<file path="config.mk">
export PLATFORM = sky130hd
export DESIGN_NAME = expr_pipe_datapath
export DESIGN_NICKNAME = d
export VERILOG_FILES = /design/src/rtl/expr_pipe_pkg.sv /design/src/rtl/expr_pipe_stage.sv /design/src/rtl/expr_pipe_datapath.sv
export SDC_FILE = /design/constraint.sdc
export NUM_CORES = 1
export LEC_CHECK = 0
export ABC_AREA = 1
export CORE_UTILIZATION = 47
export CTS_CLUSTER_SIZE = 28
export DETAILED_ROUTE_END_ITERATION = 6
export PLACE_DENSITY = 0.66
export SYNTH_ARGS = -nofsm -noshare
export SYNTH_HDL_FRONTEND = slang
export SYNTH_HIERARCHICAL = 1
export SYNTH_SLANG_ARGS = --single-unit
</file>
<file path="constraint.sdc">
create_clock -name clk -period 5.79 [get_ports clk]
set_input_delay 0.8685 -clock clk [delete_from_list [all_inputs] [get_ports clk]]
set_output_delay 0.8685 -clock clk [all_outputs]
set_load 0.05 [all_outputs]
</file>
<file path="src/rtl/expr_pipe_pkg.sv">
// Shared defaults for the expression pipeline: operand/intermediate/result widths,
// step constants and the number of register stages.
package expr_pipe_pkg;

    localparam int              DEF_DATA_W = 4;
    localparam int              DEF_MID_W  = 16;
    localparam int              DEF_OUT_W  = 10;
    localparam logic [3:0]      DEF_K0     = 4'h5;
    localparam logic [15:0]     DEF_K1     = 16'd1000;
    localparam int              NUM_STAGES = 3;

endpackage

</file>
<file path="src/rtl/expr_pipe_stage.sv">
// Generic valid/ready register slice: one payload register plus a valid bit,
// with synchronous flush and asynchronous active-high reset.
module expr_pipe_stage #(
    parameter int W = 8
) (
    input  logic         clk,
    input  logic         rst,
    input  logic         i_flush,
    input  logic         i_valid,
    output logic         o_ready,
    input  logic [W-1:0] i_data,
    output logic         o_valid,
    input  logic         i_ready,
    output logic [W-1:0] o_data
);

    logic         r_valid;
    logic [W-1:0] r_data;

    // An empty slot accepts even while downstream is stalled, so bubbles fill up.
    assign o_ready = !r_valid || i_ready;
    assign o_valid = r_valid;
    assign o_data  = r_data;

    always_ff @(posedge clk or posedge rst) begin
        if (rst) begin
            r_valid <= 1'b0;
            r_data  <= '0;
        end else if (i_flush) begin
            r_valid <= 1'b0;
        end else if (o_ready) begin
            r_valid <= i_valid;
            if (i_valid) begin
                r_data <= i_data;
            end
        end
    end

endmodule

</file>
<file path="src/rtl/expr_pipe_datapath.sv">
// Three-stage pipelined expression datapath: out = (t1 ^ (t1>>3)) - t0 with
// t0 = x + (x ^ K0), t1 = t0*t0 + K1. Define EXPR_PIPE_CHKSUM_EN to add chk_o.
//
// Handshake: a transfer happens on a rising edge where valid && ready are both high;
// valid never depends on ready, while in_ready is combinational from out_ready.
module expr_pipe_datapath
    import expr_pipe_pkg::*;
#(
    parameter int                DATA_W = DEF_DATA_W,
    parameter int                MID_W  = DEF_MID_W,
    parameter int                OUT_W  = DEF_OUT_W,
    parameter logic [DATA_W-1:0] K0     = DATA_W'(DEF_K0),
    parameter logic [MID_W-1:0]  K1     = MID_W'(DEF_K1)
) (
    input  logic              clk,
    input  logic              rst,
    input  logic              flush_i,
    input  logic              in_valid,
    output logic              in_ready,
    input  logic [DATA_W-1:0] in_data,
    output logic              out_valid,
    input  logic              out_ready,
    output logic [OUT_W-1:0]  out_data
`ifdef EXPR_PIPE_CHKSUM_EN
    ,
    output logic [OUT_W-1:0]  chk_o
`endif
);

    localparam int T0_W   = DATA_W + 1;
    localparam int S2_W   = T0_W + MID_W;
    localparam int CALC_W = (MID_W > OUT_W) ? MID_W : OUT_W;

    logic [NUM_STAGES:1]   w_v;
    logic [NUM_STAGES+1:1] w_rdy;

    logic [T0_W-1:0]  w_t0_next;
    logic [T0_W-1:0]  w_t0_s1;
    logic [MID_W-1:0] w_t1_next;
    logic [S2_W-1:0]  w_s2_next;
    logic [S2_W-1:0]  w_s2_q;
    logic [T0_W-1:0]  w_t0_s2;
    logic [MID_W-1:0] w_t1_s2;
    logic [MID_W-1:0] w_mix;
    logic [OUT_W-1:0] w_out_next;

    assign w_rdy[NUM_STAGES+1] = out_ready;
    assign in_ready            = w_rdy[1];
    assign out_valid           = w_v[NUM_STAGES];

    // Step 1: widen before adding so the carry out of DATA_W bits is kept.
    assign w_t0_next = T0_W'(in_data) + T0_W'(in_data ^ K0);

    expr_pipe_stage #(.W(T0_W)) u_s1 (
        .clk     (clk),
        .rst     (rst),
        .i_flush (flush_i),
        .i_valid (in_valid),
        .o_ready (w_rdy[1]),
        .i_data  (w_t0_next),
        .o_valid (w_v[1]),
        .i_ready (w_rdy[2]),
        .o_data  (w_t0_s1)
    );

    // Step 2: t0 is carried alongside t1 because step 3 subtracts it.
    assign w_t1_next = MID_W'(w_t0_s1) * MID_W'(w_t0_s1) + K1;
    assign w_s2_next = {w_t0_s1, w_t1_next};

    expr_pipe_stage #(.W(S2_W)) u_s2 (
        .clk     (clk),
        .rst     (rst),
        .i_flush (flush_i),
        .i_valid (w_v[1]),
        .o_ready (w_rdy[2]),
        .i_data  (w_s2_next),
        .o_valid (w_v[2]),
        .i_ready (w_rdy[3]),
        .o_data  (w_s2_q)
    );

    assign w_t0_s2    = w_s2_q[S2_W-1:MID_W];
    assign w_t1_s2    = w_s2_q[MID_W-1:0];
    assign w_mix      = w_t1_s2 ^ (w_t1_s2 >> 3);
    assign w_out_next = OUT_W'(CALC_W'(w_mix) - CALC_W'(w_t0_s2));

    expr_pipe_stage #(.W(OUT_W)) u_s3 (
        .clk     (clk),
        .rst     (rst),
        .i_flush (flush_i),
        .i_valid (w_v[2]),
        .o_ready (w_rdy[3]),
        .i_data  (w_out_next),
        .o_valid (w_v[3]),
        .i_ready (w_rdy[4]),
        .o_data  (out_data)
    );

`ifdef EXPR_PIPE_CHKSUM_EN
    logic [OUT_W-1:0] r_chk;

    always_ff @(posedge clk or posedge rst) begin
        if (rst) begin
            r_chk <= '0;
        end else if (flush_i) begin
            r_chk <= '0;
        end else if (out_valid && out_ready) begin
            r_chk <= r_chk ^ out_data;
        end
    end

    assign chk_o = r_chk;
`endif

endmodule

</file>
==> reports/metrics.cfg <==
[sta]
tightestPinTransition_ns = 0.711
rsz0062_at_grt = no
drv_slew = 0
timing.hold.ws_ns = 0.473
finalSetupViolCount = 0
min_period_ns = 3.95
finalWorstSetupSlack_ns = 1.84
min_period_over_period_pct = 68.3
final.setup.tns_ns = 0
max_freq_ghz = 0.253
finalHoldViolCount = 0
skew_ns = 0.0118
max-slew-margin-rel_pct = 52.6

[global_route]
grt_pass1_vias = 1996
grt_max_degree = 22
grt_pass1_wl_um = 8380
grt_usage_pct = 17.4
antenna_found_initial = 0
grt_overflow = 0

[floorplanning]
initial_core_util_pct = 48.7
die_area_um2 = 5980
die_w_um = 77.3
coreArea_um2 = 5470
die_y_um = 77.3
ioPinCount = 21
num_rows = 27

[pwr]
leakage_nw = 1.69
p_per_area_nw_per_um2 = 485
power_mw = 1.45
ir_drop_mv = 0.259

[critical_path]
r2r_start = u_s1/o_data[4]$_DFFE_PP0P_
cp-end-kind = primary output
worstPathRequired_ns = 4.92
r2r-end = u_s2/o_data[10]$_DFFE_PP0P_
worst-r2r-setup-slack_ns = 2.49
critPathArrivalTime_ns = 3.08
path_class = primary input to primary output
cp-start-kind = primary input
rr_worst_depth = 16
critPathMaxFanout = 21

[cells_and_area]
fillers = 558
diodes = 0
final-instance-count-excl-fill = 455
multi_input_area_um2 = 1490
stdcell_area_um2 = 2990
fin_util_pct = 54.6
area_growth_syn_to_layout_pct = 12.0
layout_common_cells = nand2_1, inv_1, nand3_1, dfrtp_1, ha_1
seqCellArea_um2 = 901
drive_above_1_share_pct = 7.83
nNetsFinal = 417
final_common_cell = nand2_1

[placement]
numPortBuffers = 18
pre_cts_slack_ns = 1.82
dpl.hpwl_um = 3700
gp_congestion = 0.766
dp_cells = 447
detailed_place.area_um2 = 2880

[clock_tree]
tritoncts = yes
cts_max_path_buffers = 2
ctsRootBufferMaster = clkbuf_8
cts.sinks = 36
clkTransAtPathRegs_ns = 0.07
cts_buffers = 5
cts_resized = 0
post-cts-setup-buffer-count = 0
worstSkewPairLatency_ns = 0.29
htree_levels = 2
hold_buffers = 0

[route]
viasPerCell = 4.76
drtAntennaViolNets = 0
drt_wl_total_um = 4710
drtPass1Iterations = 6
drt_iter0_drc = 64
via_count = 2168
drc_errors = 2
wire_per_inst_um = 10.3

[min_path]
min_path_cells = 2
holdCritStartpoint = u_s3/o_data[6]$_DFFE_PP0P_
hold_path.class = flip-flop to flip-flop
holdPathEnd = u_s3/o_data[6]$_DFFE_PP0P_

[logic_synthesis]
syn_inst = 362
ys_warn_count = 6
avgSynthCellArea_um2 = 7.37
netlist_area_um2 = 2670

[status]
outcome = complete, but fails checks
failed_checks = DRC

[flow_run]
cap_viol_max_count = 0

metal layers:
metal	vias to the layer above	routed length [um]	global-route usage, %
li1	1148	-	-
met1	993	2230	21.6
met2	22	2320	30.8
met3	5	93	2.47
met4	0	61	5.66
met5	-	0	0
power by group:
| group | switching (mW) | total (mW) | internal (mW) | leakage (nW) |
|---|---|---|---|---|
| logic | 0.522 | 0.838 | 0.316 | 1.18 |
| registers | 0.0704 | 0.395 | 0.324 | 0.455 |
| clock network | 0.0897 | 0.217 | 0.127 | 0.0541 |
| total | 0.682 | 1.45 | 0.768 | 1.69 |
critical path, cell delays in order:
cell	delay, ns
clkdlybuf4s50_1	0.46
inv_1	0.04
nand2_2	0.20
inv_1	0.08
nand2_2	0.33
inv_1	0.10
nand2_2	0.17
clkdlybuf4s50_1	0.83
state kept, by name, indices dropped and copies added (netlist names):
signal / count
u_s2/o_data: 18
u_s1/o_valid: 1
u_s1/o_data: 5
u_s3/o_data: 10
u_s3/o_valid: 1
u_s2/o_valid: 1
how the worst max path moves through the flow:
stage                                          start                         end  cells past startpoint
after floorplan           u_s1/o_data[3]$_DFFE_PP0P_  u_s2/o_data[8]$_DFFE_PP0P_                     16
after global placement                     out_ready                    in_ready                      8
after detailed placement                   out_ready                    in_ready                      8
after CTS                                  out_ready                    in_ready                      8
after global routing                       out_ready                    in_ready                      8
final                                      out_ready                    in_ready                      8
final cells by class:
type                    instances  share of cell area (%)
well taps                      72                    3.02
inverters                      57                    7.16
clock inverters                 3                    1.42
repair buffers                 18                    6.03
flip-flops and latches         36                    30.2
multi-input cells             264                    49.9
clock buffers                   5                    2.30
(Power assumes the default switching activity.)
